<file path="config.mk">
export PLATFORM = sky130hd
export DESIGN_NAME = multi_digit_counter
export DESIGN_NICKNAME = d
export VERILOG_FILES = /design/src/rtl/adc_counter_pkg.sv /design/src/rtl/counter_digit.sv /design/src/rtl/multi_digit_counter.sv
export SDC_FILE = /design/constraint.sdc
export NUM_CORES = 1
export LEC_CHECK = 0
export ABC_AREA = 1
export CAP_MARGIN = 20
export CORE_UTILIZATION = 35
export DETAILED_ROUTE_END_ITERATION = 8
export GPL_ROUTABILITY_DRIVEN = 0
export GPL_TIMING_DRIVEN = 1
export PLACE_DENSITY = 0.68
export SLEW_MARGIN = 25
export SYNTH_ARGS = -nofsm -noshare
export SYNTH_HDL_FRONTEND = slang
export SYNTH_HIERARCHICAL = 1
export SYNTH_SLANG_ARGS = --single-unit
</file>
<file path="constraint.sdc">
create_clock -name clk -period 2.2 [get_ports clk]
set_input_delay 0.22 -clock clk [delete_from_list [all_inputs] [get_ports clk]]
set_output_delay 0.22 -clock clk [all_outputs]
set_load 0.01 [all_outputs]
</file>
<file path="src/rtl/adc_counter_pkg.sv">
// Shared types and helpers for the dual-slope ADC counter path.
// Digit width derivation and count-direction encoding.
package adc_counter_pkg;

    localparam int DEFAULT_RADIX = 10;

    typedef enum logic {
        DN = 1'b0,
        UP = 1'b1
    } cnt_dir_t;

    function automatic int digit_width(input int radix);
        return $clog2(radix);
    endfunction

endpackage

</file>
<file path="src/rtl/counter_digit.sv">
// One modulo-RADIX digit with clamped preload and local wrap.
// Stepping is gated by the top level's carry/borrow chain.
module counter_digit
    import adc_counter_pkg::*;
#(
    parameter int RADIX = DEFAULT_RADIX,
    parameter int DW    = digit_width(RADIX)
) (
    input  logic          clk,
    input  logic          rst,
    input  logic          clr,
    input  logic          load,
    input  logic [DW-1:0] load_digit,
    input  logic          step_en,
    input  logic          up_dn,
    output logic [DW-1:0] digit,
    output logic          at_max,
    output logic          at_min
);

    localparam logic [DW-1:0] MAX = DW'(RADIX - 1);
    localparam logic [DW:0]   LIM = (DW+1)'(RADIX);

    cnt_dir_t      dir;
    logic [DW-1:0] ld_clamped;

    assign dir        = cnt_dir_t'(up_dn);
    assign at_max     = (digit == MAX);
    assign at_min     = (digit == '0);
    // Out-of-range preload fields saturate to the top digit value
    assign ld_clamped = ({1'b0, load_digit} >= LIM) ? MAX : load_digit;

    always_ff @(negedge clk or posedge rst) begin
        if (rst) begin
            digit <= '0;
        end else if (clr) begin
            digit <= '0;
        end else if (load) begin
            digit <= ld_clamped;
        end else if (step_en) begin
            if (dir == UP)
                digit <= at_max ? '0 : digit + DW'(1);
            else
                digit <= at_min ? MAX : digit - DW'(1);
        end
    end

endmodule

</file>
<file path="src/rtl/multi_digit_counter.sv">
// N-digit modulo-RADIX up/down counter with preload, sticky wrap
// and a readout latch that captures the pre-update count.
module multi_digit_counter
    import adc_counter_pkg::*;
#(
    parameter  int DIGITS = 4,
    parameter  int RADIX  = DEFAULT_RADIX,
    localparam int DW     = digit_width(RADIX)
) (
    input  logic                 clk,
    input  logic                 rst,
    input  logic                 clr,
    input  logic                 enb,
    input  logic                 up_dn,
    input  logic                 load,
    input  logic [DIGITS*DW-1:0] load_val,
    input  logic                 lat_en,
    output logic [DIGITS*DW-1:0] q,
    output logic [DIGITS*DW-1:0] q_lat,
    output logic                 carry_out,
    output logic                 wrap
);

    logic [DIGITS-1:0] at_max;
    logic [DIGITS-1:0] at_min;
    logic [DIGITS-1:0] step_en;
    logic [DIGITS:0]   max_ch;
    logic [DIGITS:0]   min_ch;

    assign max_ch[0] = 1'b1;
    assign min_ch[0] = 1'b1;

    // Digit i steps only when every lower digit is at its extreme
    for (genvar i = 0; i < DIGITS; i++) begin : g_dig
        assign max_ch[i+1] = max_ch[i] & at_max[i];
        assign min_ch[i+1] = min_ch[i] & at_min[i];
        assign step_en[i]  = enb & (up_dn ? max_ch[i] : min_ch[i]);

        counter_digit #(
            .RADIX (RADIX),
            .DW    (DW)
        ) u_digit (
            .clk        (clk),
            .rst        (rst),
            .clr        (clr),
            .load       (load),
            .load_digit (load_val[i*DW +: DW]),
            .step_en    (step_en[i]),
            .up_dn      (up_dn),
            .digit      (q[i*DW +: DW]),
            .at_max     (at_max[i]),
            .at_min     (at_min[i])
        );
    end

    assign carry_out = enb & (up_dn ? max_ch[DIGITS] : min_ch[DIGITS]);

    always_ff @(negedge clk or posedge rst) begin
        if (rst) begin
            wrap  <= 1'b0;
            q_lat <= '0;
        end else begin
            if (lat_en)
                q_lat <= q;
            if (clr)
                wrap <= 1'b0;
            else if (!load && carry_out)
                wrap <= 1'b1;
        end
    end

endmodule
</file>
Word-level counts from Yosys, hierarchy flattened --
Index checks and enable logic that the tools add are counted.
Cells by class: $add $sub $neg 8, $mul 0, div/mod/pow operators 0, order comparisons 4, equal/unequal tests 4, shifts and indexed selects 0, muxes and demuxes 34, bitwise operators 10, reductions and logical operators 11
Operators with widths (number):
- 4-bit 2-to-1 mux | 28
- 4-bit by 1-bit adder with 4-bit output, second input constant | 4
- 4-bit equality test, second input constant | 4
- 4-bit >= comparator, second input constant | 4
- 4-bit zero test | 4
- 4-bit by 1-bit subtractor with 4-bit output, second input constant | 4
- 3-bit nonzero test | 4
- 1-bit AND | 10
- 1-bit 2-to-1 mux | 6
- 2-bit nonzero test | 1
- 1-bit logical AND | 1
- 1-bit zero test | 1
Storage, ports and cells: bits in registers 33, latch bits 0, bits in writable memories 0, memory bits (read-only) 0, output and inout port bits 34, logic and storage cells 77, memories kept 0

Depth between registers and ports, before layout --
Gate-level depths: netlist (run 1).
depth after elaboration 9, depth in mapped cells 13, mapped depth without buffers 13

Hierarchy --
Netlist (run 1), hierarchy kept.
Modules (own cells, without submodules):
- counter_digit | times used 4, cells an instance 70, area an instance 370.4 µm², seq. area each 100.1 µm²
- multi_digit_counter | times used 1, cells an instance 60, area an instance 785.8 µm², seq. area each 425.4 µm²

==> impl_metrics.json, run 1 <==
{
  "die_width_um": 82.49,
  "crit_path_frequent_cell": "inv_2",
  "die_h_um": 82.49,
  "wl_per_cell_um": 12.46,
  "synth.distinct_cells": 18,
  "worstPathRequired_ns": 1.98,
  "p_total_w": 0.002189,
  "firstDrtPassIters": 4,
  "synthTopCellsByArea": "dfrtn_1 (36%), nand2_1 (23%), nand3_1 (7.5%)",
  "synth_top_area_cell": "dfrtn_1",
  "leakage_nw": 2.167,
  "final_nets": 521,
  "critPathBufInv": 3,
  "viasPerCell": 4.753,
  "p_int_w": 0.001471,
  "cts_inserted_buffers": 5,
  "maxCapViolCount": 0,
  "io_pins": 57,
  "syn_area_mm2": 0.002267,
  "cts_max_level": 2,
  "path_cells": "inv_2 -> nor2_4 -> nand2_2 -> inv_2 -> nand4_1 -> a21oi_2 -> buf_2",
  "seq_area_frac_synth_pct": 36.42,
  "crit_path_start_kind": "flip-flop",
  "slowest_stage": "dfrtn_1",
  "failed_checks": "negative setup slack",
  "synth-main-ff-cell": "dfrtn_1",
  "async_flop_share_pct": 100.0,
  "num_vias": 2728,
  "ant_nets": 0,
  "grt_use_total_pct": 21.78,
  "clock_path_buffers": 2,
  "clkSinkCount": 33,
  "synth_edf_count": 0,
  "drt_iter0_markers": 200,
  "clockRootBuffer": "clkbuf_8",
  "status": "finished, violations left",
  "grt_max_degree": 11,
  "cp_max_fo": 3,
  "drive_gt1_share_pct": 37.47,
  "drc": 0,
  "cp.arrival_ns": 2.61,
  "power-per-cell-area_mw_per_mm2": 578.1,
  "finalNonFillerCells": 574,
  "p_comb_share_pct": 42.8,
  "dp.final_hpwl_mm": 5.225,
  "yosys.area.top_type_share_pct": 36.42,
  "critPathMaxStageDelay_ns": 0.50,
  "dp_cells": 541,
  "relSlewSlack_pct": 80.65,
  "row_count": 28,
  "seqPwrFrac_pct": 33.9,
  "cts_tree": "yes",
  "core_area_mm2": 0.006096,
  "wl_mm": 7.152,
  "cts.clk_slew.worst_paths_ns": 0.05,
  "grt_setup_unrepaired": "yes",
  "syn_to_final_growth_pct": 67.00,
  "p_switching_w": 0.0007181,
  "grt_overflow": 0,
  "fin_skew_ns": 0.003921,
  "first_global_vias": 2560,
  "grt_pass1_wl_mm": 11.12,
  "synth_area_per_cell_um2": 6.668,
  "ys_ff_latch": 33,
  "start_util_pct": 37.19,
  "whs_ns": 0.4527,
  "hold_class": "flip-flop to flip-flop",
  "critPathKind": "flip-flop to output port",
  "peakVddDrop_uv": 292.9,
  "portBuffers": 56,
  "finalSetupViolations": 17,
  "yosysWarnings": 6,
  "antenna_found_initial": 0,
  "pwr-share-clk_pct": 23.3,
  "slew_viol_final": 0,
  "netlist_instances": 340,
  "dieArea_mm2": 0.006804,
  "antenna_cells": 0,
  "worst_pin_slew_ns": 0.2894,
  "ys_top_cells_by_count": "nand2_1 (140), inv_1 (42), nand3_1 (34)",
  "crit_path_end_kind": "output port",
  "setup_ws_ns": -0.6266,
  "yosysMostFrequentCell": "nand2_1",
  "p_sw_share_pct": 32.81,
  "clkLatencyLatePin_ns": 0.29,
  "hold_viol_final": 0,
  "crit_family": "flip-flops",
  "synth_nets": 363
}
-- repair_timing --
item | 4_1_cts | 5_1_grt
cloned | 1 | 0
resized for setup | 175 | 28
setup endpoints to repair | 57 | 27
pin swaps | 7 | 4
hold buffers | 0 | 0
setup buffers | 20 | 19
-- metal layers --
metal | vias up | track usage (%) | part of all wire [%]
met5 | - | 0 | 0
li1 | 1391 | - | -
met3 | 16 | 3.187 | 4.5
met4 | 0 | 7.719 | 2.2
met2 | 81 | 39.75 | 51
met1 | 1240 | 25.73 | 42
-- through the flow --
step           setup slack, ns  util, %  instance area, µm²  setup TNS (ns)
2_1_floorplan          -0.2623        -                2271         -0.2623
3_3_place_gp           -0.7509    56.69                3456          -19.53
3_5_place_dp           -0.7965    56.69                3456          -20.05
4_1_cts                -0.6375    60.47                3686          -3.325
5_1_grt                -0.7187    62.11                3786          -3.641
6_report               -0.6266    62.11                3786          -2.897
-- cell usage in the layout, fill, tap and decap left out, types with 2 or more instances in the layout --
cell type and instances:
nand2_1 136, buf_4 79, inv_1 34, nand3_1 34, dfrtn_1 33, buf_6 30, nor2_1 28, buf_2 19
clkdlybuf4s50_1 17, inv_2 11, mux2_4 10, o21ai_0 9, clkbuf_8 7, a21oi_1 6, mux2_2 6, nor2_2 5
nand2_2 4, nor3_1 4, o211ai_1 4, nor2_4 3, o21ai_1 3, dlygate4sd2_1 3, a21oi_2 2, clkbuf_2 2
-- cell type report --
| type | instances | area, µm² |
|---|---|---|
| tap | 75 | 93.84 |
| timing repair buffer | 153 | 1296 |
| multi-input combinational | 259 | 1294 |
| inverter | 46 | 175.2 |
| fill | 568 | 2310 |
| sequential | 33 | 825.8 |
| clock inverter | 1 | 5.005 |
| clock buffer | 7 | 96.34 |
-- flip-flops by register name, summed over array words and instances, names as in the netlist --
register             flops
q_lat                   16
wrap                     1
g_dig.u_digit/digit     16
-- power groups by stage --
stage,sequential (W),combinational [W],clock [W]
6_report,0.000742,0.000936,0.000510
5_1_grt,0.000752,0.00102,0.000544
4_1_cts,0.000736,0.000886,0.000520
3_5_place_dp,0.000746,0.000847,0
3_3_place_gp,0.000744,0.000831,0
2_1_floorplan,0.000800,0.000324,0
-- worst paths after layout --
check	start	endpoint	slack (ns)	cells after the start
min	q_lat[1]$_DFFE_NP0P_	q_lat[1]$_DFFE_NP0P_	0.45	1
max reg2reg	g_dig[0].u_digit/digit[1]$_DFFE_NP0P_	g_dig[3].u_digit/digit[0]$_DFFE_NP0P_	0.42	13
min in group asynchronous	rst	g_dig[0].u_digit/digit[3]$_DFFE_NP0P_	1.32	2
max in group asynchronous	rst	q_lat[8]$_DFFE_NP0P_	0.56	3
min reg2reg	q_lat[1]$_DFFE_NP0P_	q_lat[1]$_DFFE_NP0P_	0.45	1
max	g_dig[1].u_digit/digit[0]$_DFFE_NP0P_	carry_out	-0.63	7
-- cell families after synthesis --
| group | after synthesis | share of synthesized area (%) |
|---|---|---|
| flops | 33 | 36.42 |
| mux | 16 | 9.602 |
| simple gates | 218 | 39.24 |
| compound gates | 25 | 6.126 |
| buf+inv | 48 | 8.609 |
Power figures use the tool's default switching activity.
==> run 2: changes to the inputs <==
--- a/config.mk
+++ b/config.mk
@@ -15,5 +15,4 @@
 export SLEW_MARGIN = 25
 export SYNTH_ARGS = -nofsm -noshare
 export SYNTH_HDL_FRONTEND = slang
-export SYNTH_HIERARCHICAL = 1
 export SYNTH_SLANG_ARGS = --single-unit
==> run 2 against run 1 <==
The run still ends with negative setup slack left; sequential share of layout area is 1.0 points lower; sequential cell count stayed put; register-to-register slack better by 0.15 ns; core utilization hardly changed; clock power is 6.7% lower; worst hold slack better by 0.0092 ns; critical path type unchanged; largest cell class is now multi-input gates; largest power group unchanged; highest routed layer unchanged.
==> impl_metrics.json, run 2 <==
{
  "synth.distinct_cells": 29,
  "firstDrtPassIters": 5,
  "antenna_found_initial": 0,
  "synth_nets": 367,
  "finalSetupViolations": 17,
  "slew_viol_final": 0,
  "relSlewSlack_pct": 83.57,
  "synth_top_family_by_area": "simple AND/OR/NAND/NOR gates",
  "hold_viol_final": 0,
  "synth-main-ff-cell": "dfrtn_1",
  "top_regs": "g_dig.u_digit.digit: 16 flops, q_lat: 16 flops, wrap: 1 flops",
  "clkSinkCount": 33,
  "grt_setup_unrepaired": "yes",
  "yosysWarnings": 0,
  "synthAdderAreaFrac_pct": 6.952,
  "syn_to_final_growth_pct": 69.63,
  "maxCapViolCount": 0,
  "grt_max_degree": 34,
  "antenna_cells": 0,
  "failed_checks": "negative setup slack",
  "die_width_um": 83.76,
  "core_area_mm2": 0.006386,
  "final_cell_mix": "buf_4 (79), nand2_1 (77), nand3_1 (38)",
  "worst_pin_slew_ns": 0.2438,
  "async_flop_share_pct": 100.0,
  "cp_max_fo": 4,
  "tns_ns": -2.812,
  "num_vias": 2779,
  "first_global_vias": 2642,
  "worstPathRequired_ns": 1.98,
  "io_pins": 57,
  "synthXorXnorAreaFrac_pct": 0.7487,
  "grt_overflow": 0,
  "cts.clk_slew.worst_paths_ns": 0.05,
  "wl_mm": 7.552,
  "cts_inserted_buffers": 5,
  "drive_gt1_share_pct": 39.92,
  "synthSimpleGateAreaFrac_pct": 34.87,
  "dp.final_hpwl_mm": 4.962,
  "fillers": 543,
  "row_count": 29,
  "ctsHoldBuffers": 0,
  "mostFrequentLayoutCell": "buf_4",
  "portBuffers": 56,
  "netlist_instances": 331,
  "drc": 0,
  "yosys.area.top_type_share_pct": 35.29,
  "ys_ff_latch": 33,
  "die_h_um": 83.76,
  "synth_mux_area_share_pct": 0,
  "peakVddDrop_uv": 303.4,
  "syn_area_mm2": 0.002340,
  "start_util_pct": 36.64,
  "critPathKind": "flip-flop to output port",
  "fin_skew_ns": 0.001907,
  "viasPerCell": 4.936,
  "clock_path_buffers": 2,
  "cts_max_level": 2,
  "yosysMostFrequentCell": "nand2_1",
  "grt_use_total_pct": 20.82,
  "clockRootBuffer": "clkbuf_8",
  "cts_tree": "yes",
  "synth_top_area_cell": "dfrtn_1",
  "synthTopCellsByArea": "dfrtn_1 (35%), nand2_1 (13%), nand3_1 (8.8%)",
  "grt_pass1_wl_mm": 11.79,
  "leakage_nw": 2.012,
  "crit_path_end_kind": "output port",
  "ys_top_cells_by_count": "nand2_1 (81), nand3_1 (41), nor2_1 (38)",
  "status": "finished, violations left",
  "seq_area_frac_synth_pct": 35.29,
  "synth_edf_count": 0,
  "clkLatencyLatePin_ns": 0.29,
  "cp.arrival_ns": 2.76,
  "whs_ns": 0.4619,
  "synth_area_per_cell_um2": 7.069,
  "ant_nets": 0,
  "final_nets": 522,
  "synth-compound-area-share_pct": 14.17,
  "pre_cts_ws_ns": -0.9238,
  "wl_per_cell_um": 13.41,
  "drt_iter0_markers": 125,
  "power-per-cell-area_mw_per_mm2": 573.3,
  "dieArea_mm2": 0.007016,
  "crit_path_start_kind": "flip-flop",
  "hold_class": "flip-flop to flip-flop",
  "setup_ws_ns": -0.7763
}
## run 2: cell count changes in the layout (fill, tap and decap cells not counted), moves of 8 or more
cell and delta:
nand2_1 -59, inv_1 -20, mux2_4 -10, a21oi_1 +25, ha_1 +8, nor2_1 +8
## run 2: critical path, cell delays in order (launching register included)
cell and delay, ns:
dfrtn_1 0.40, inv_2 0.10, ha_4 0.14, nand3_1 0.11, nand2_2 0.09, nand2_2 0.07, nor2_4 0.15, nand2_4 0.07
nor2_4 0.12, buf_6 0.11
## run 2: path summary, 6_finish.rpt
path                       depth (start not counted)                                    end  slack (ns)                                   from
max reg2reg                                       12  g_dig[2].u_digit.digit[1]$_DFFE_NP0P_        0.57  g_dig[0].u_digit.digit[0]$_DFFE_NP0P_
max in group asynchronous                          3  g_dig[3].u_digit.digit[0]$_DFFE_NP0P_        0.72                                    rst
min in group asynchronous                          3  g_dig[0].u_digit.digit[2]$_DFFE_NP0P_        1.27                                    rst
min                                                2                   q_lat[2]$_DFFE_NP0P_        0.46                   q_lat[2]$_DFFE_NP0P_
max                                                9                              carry_out       -0.78  g_dig[0].u_digit.digit[0]$_DFFE_NP0P_
min reg2reg                                        2                   q_lat[2]$_DFFE_NP0P_        0.46                   q_lat[2]$_DFFE_NP0P_
## run 2: cell families (layout without fill, tap and decap cells)
kind of cell | Yosys count | count (layout)
compound gates | 61 | 61
xor+xnor | 2 | 2
fa+ha+maj | 13 | 13
buf+inv | 43 | 198
flops | 33 | 33
simple gates | 179 | 179
## run 2: what timing repair did
action                     4_1_cts  5_1_grt
setup endpoints to repair       51       29
buffers inserted                20       23
pin swaps                        4       18
cloned                           0        1
gates resized for setup        178       43
## run 2: through the flow
stage | instances | total power, W | cell area [µm²] | util, %
after floorplan | 331 | 0.001172 | 2355 | -
after global placement | 521 | 0.001612 | 3485 | 54.57
after detailed placement | 521 | 0.001628 | 3485 | 54.57
after CTS | 546 | 0.002169 | 3722 | 58.29
after global routing | 563 | 0.002407 | 3969 | 62.15
final | 563 | 0.002275 | 3969 | 62.15
## run 2: power by group
| part | switching (W) | internal (W) |
|---|---|---|
| Sequential | 0.0000577 | 0.000684 |
| Combinational | 0.000506 | 0.000552 |
| Clock | 0.000227 | 0.000249 |
| Total | 0.000791 | 0.00148 |
## run 2: layout make-up
type	count	area [µm²]	area share (%)
repair inverters	1	5.005	0.1261
clock buffers	7	86.33	2.175
flip-flops and latches	33	825.8	20.81
multi-input cells	255	1460	36.79
inverters	33	136.4	3.436
well taps	77	96.34	2.427
repair buffers	157	1359	34.24
## run 2: metal layers
layer,up-vias,share of wire [%],routed length [µm],track usage (%)
met1,1281,43,3211,25.79
li1,1400,-,-,-
met3,17,3.9,293,3.561
met2,81,51,3849,35.55
met5,-,0,0,0
met4,0,2.6,197,8.937
==> run 3: changes to the inputs <==
--- a/config.mk
+++ b/config.mk
@@ -7,11 +7,11 @@
 export LEC_CHECK = 0
 export ABC_AREA = 1
 export CAP_MARGIN = 20
-export CORE_UTILIZATION = 35
+export CORE_UTILIZATION = 50
 export DETAILED_ROUTE_END_ITERATION = 8
 export GPL_ROUTABILITY_DRIVEN = 0
 export GPL_TIMING_DRIVEN = 1
-export PLACE_DENSITY = 0.68
+export PLACE_DENSITY = 0.89
 export SLEW_MARGIN = 25
 export SYNTH_ARGS = -nofsm -noshare
 export SYNTH_HDL_FRONTEND = slang
==> run 3 against run 2 <==
Core utilization up 30 points; largest power group unchanged; critical path depth did not move; clock skew grew 0.0072 ns; sequential power increased by 2%; die area is 29% lower; sequential share of layout area down 0.45 points; routed wire length grew 68%; the flow finishes with violations (design-rule violations, negative setup slack); global-route usage grew 23 points; combinational power increased by 19%; register-to-register slack lost 0.37 ns; critical path type unchanged; via count up 34%.
==> impl_metrics.json, run 3 (synthesis gave the netlist of run 2 again) <==
{
  "grt_setup_unrepaired": "yes",
  "endpoint": "carry_out",
  "setup_ws_ns": -0.8762,
  "ant_nets": 0,
  "dp.final_hpwl_mm": 5.694,
  "cts_tree": "yes",
  "rr_endpoint": "g_dig[1].u_digit.digit[3]$_DFFE_NP0P_",
  "worstPathRequired_ns": 1.98,
  "ctsHoldBuffers": 0,
  "hold_class": "flip-flop to flip-flop",
  "clkLatencyLatePin_ns": 0.30,
  "peakVddDrop_uv": 605.7,
  "start_util_pct": 53.00,
  "grt_max_degree": 34,
  "r2r_setup_slack_ns": 0.20,
  "grt_use_total_pct": 43.66,
  "cp_max_fo": 3,
  "dpl-instance-area_mm2": 0.003446,
  "grt_overflow": 0,
  "slew_viol_final": 0,
  "finalSetupViolations": 32,
  "p_int_w": 0.001720,
  "p_comb_share_pct": 46.0,
  "cts_inserted_buffers": 5,
  "die_h_um": 70.41,
  "fillers": 163,
  "cts.clk_slew.worst_paths_ns": 0.05,
  "row_count": 24,
  "die_width_um": 70.41,
  "antenna_found_initial": 0,
  "relSlewSlack_pct": 74.75,
  "viasPerCell": 6.779,
  "p_sw_share_pct": 37.00,
  "drc": 2,
  "antenna_cells": 0,
  "seqPwrFrac_pct": 27.8,
  "finish.instance_area_mm2": 0.004056,
  "mostFrequentLayoutCell": "buf_4",
  "clockRootBuffer": "clkbuf_8",
  "fin_skew_ns": 0.009096,
  "power-per-cell-area_mw_per_mm2": 673.0,
  "p_switching_w": 0.001010,
  "timing.rr.start": "g_dig[0].u_digit.digit[0]$_DFFE_NP0P_",
  "final_nets": 531,
  "portBuffers": 56,
  "failed_checks": "design-rule violations, negative setup slack",
  "worst_pin_slew_ns": 0.3773,
  "final_cell_mix": "buf_4 (89), nand2_1 (78), nor2_1 (36), nand3_1 (36), buf_6 (35)",
  "pwr-share-clk_pct": 26.2,
  "wl_per_cell_um": 23.21,
  "clkSinkCount": 33,
  "cts_max_level": 2,
  "grt_pass1_wl_mm": 16.55,
  "reg2reg_depth": 12,
  "critPathKind": "flip-flop to output port",
  "num_vias": 3715,
  "hold_viol_final": 0,
  "p_total_w": 0.002730,
  "syn_to_final_growth_pct": 73.37,
  "top_regs": "g_dig.u_digit.digit: 16 flops, q_lat: 16 flops, wrap: 1 flops",
  "status": "finished, violations left",
  "leakage_nw": 2.068,
  "core_area_mm2": 0.004414,
  "drive_gt1_share_pct": 41.73,
  "wl_mm": 12.72,
  "cp.arrival_ns": 2.86,
  "maxCapViolCount": 0,
  "final_util_pct": 91.89,
  "firstDrtPassIters": 9,
  "drt_iter0_markers": 638,
  "crit_path_end_kind": "output port",
  "first_global_vias": 3357,
  "crit_start": "g_dig[0].u_digit.digit[0]$_DFFE_NP0P_",
  "dieArea_mm2": 0.004957,
  "crit_path_start_kind": "flip-flop",
  "io_pins": 57,
  "clock_path_buffers": 2,
  "min_path_cells": 2
}
[run 3: cell types whose count changed in the layout (fill, tap and decap cells not counted), moves of 2 or more]
cell             previous run  this run
buf_4                      79        89
nand2_2                     9         4
nand2_4                     2         6
nand3_2                     2         5
buf_2                      17        19
bufinv_16                   0         2
clkdlybuf4s50_1            16        18
dlymetal6s2s_1              2         0
nand3_1                    38        36
o21ai_0                    12        10
o21ai_1                     5         7
[run 3: worst min-delay path by stage]
| stage | start | endpoint | slack (ns) |
|---|---|---|---|
| floorplan | q_lat[12]$_DFFE_NP0P_ | q_lat[12]$_DFFE_NP0P_ | 0.51 |
| global placement | q_lat[3]$_DFFE_NP0P_ | q_lat[3]$_DFFE_NP0P_ | 0.46 |
| detailed placement | q_lat[12]$_DFFE_NP0P_ | q_lat[12]$_DFFE_NP0P_ | 0.47 |
| CTS | q_lat[12]$_DFFE_NP0P_ | q_lat[12]$_DFFE_NP0P_ | 0.47 |
| global route | q_lat[1]$_DFFE_NP0P_ | q_lat[1]$_DFFE_NP0P_ | 0.51 |
| finish | q_lat[9]$_DFFE_NP0P_ | q_lat[9]$_DFFE_NP0P_ | 0.49 |
[run 3: layer usage]
metal / wire (µm) / GRT usage (%) / up-vias
met4: 1284 / 31.78 / 0
met3: 1673 / 11.54 / 170
li1: - / - / 1419
met1: 4188 / 49.59 / 1653
met5: 0 / 0 / -
met2: 5571 / 70.16 / 473
[run 3: final cells by class]
cell class                      count  area [µm²]  area share (%)
Sequential cell                    33       825.8           20.36
Clock inverter                      3       65.06           1.604
Inverter                           33       133.9           3.300
Tap cell                           52       65.06           1.604
Timing Repair inverter              1       7.507          0.1851
Timing Repair Buffer              166        1400           34.52
Multi-Input combinational cell    255        1490           36.74
Clock buffer                        5       68.82           1.696
[run 3: through the flow]
step	setup WS (ns)	setup TNS, ns	std cells	hold WS (ns)
after floorplan	-0.4258	-0.4258	331	0.5099
after global placement	-0.8386	-15.24	495	0.4614
after detailed placement	-0.9732	-17.36	495	0.4744
after CTS	-0.7492	-3.206	529	0.4696
after global routing	-0.8886	-4.610	548	0.5140
final	-0.8762	-4.440	548	0.4884
[run 3: timing repair]
item                                    in CTS  in global routing
resized for setup                          189                 33
buffers inserted                            27                 26
pin swaps                                    3                 14
endpoints found under the setup margin      51                 40
gates cloned                                 1                  0
[run 3: worst max-delay path: stages, from the launching register on]
cell	delay, ns
dfrtn_1	0.42
inv_2	0.13
ha_4	0.16
nand3_2	0.08
nand2_2	0.12
nand2_4	0.08
nor2_4	0.15
nand2_4	0.08
nor2_4	0.12
buf_6	0.11
[run 3: power groups by stage]
stage	combinational, W	clock (W)	sequential, W
3_3_place_gp	0.000854	0	0.000742
3_5_place_dp	0.000894	0	0.000748
6_report	0.00126	0.000716	0.000759
2_1_floorplan	0.000382	0	0.000790
5_1_grt	0.00130	0.000746	0.000758
4_1_cts	0.000993	0.000696	0.000741
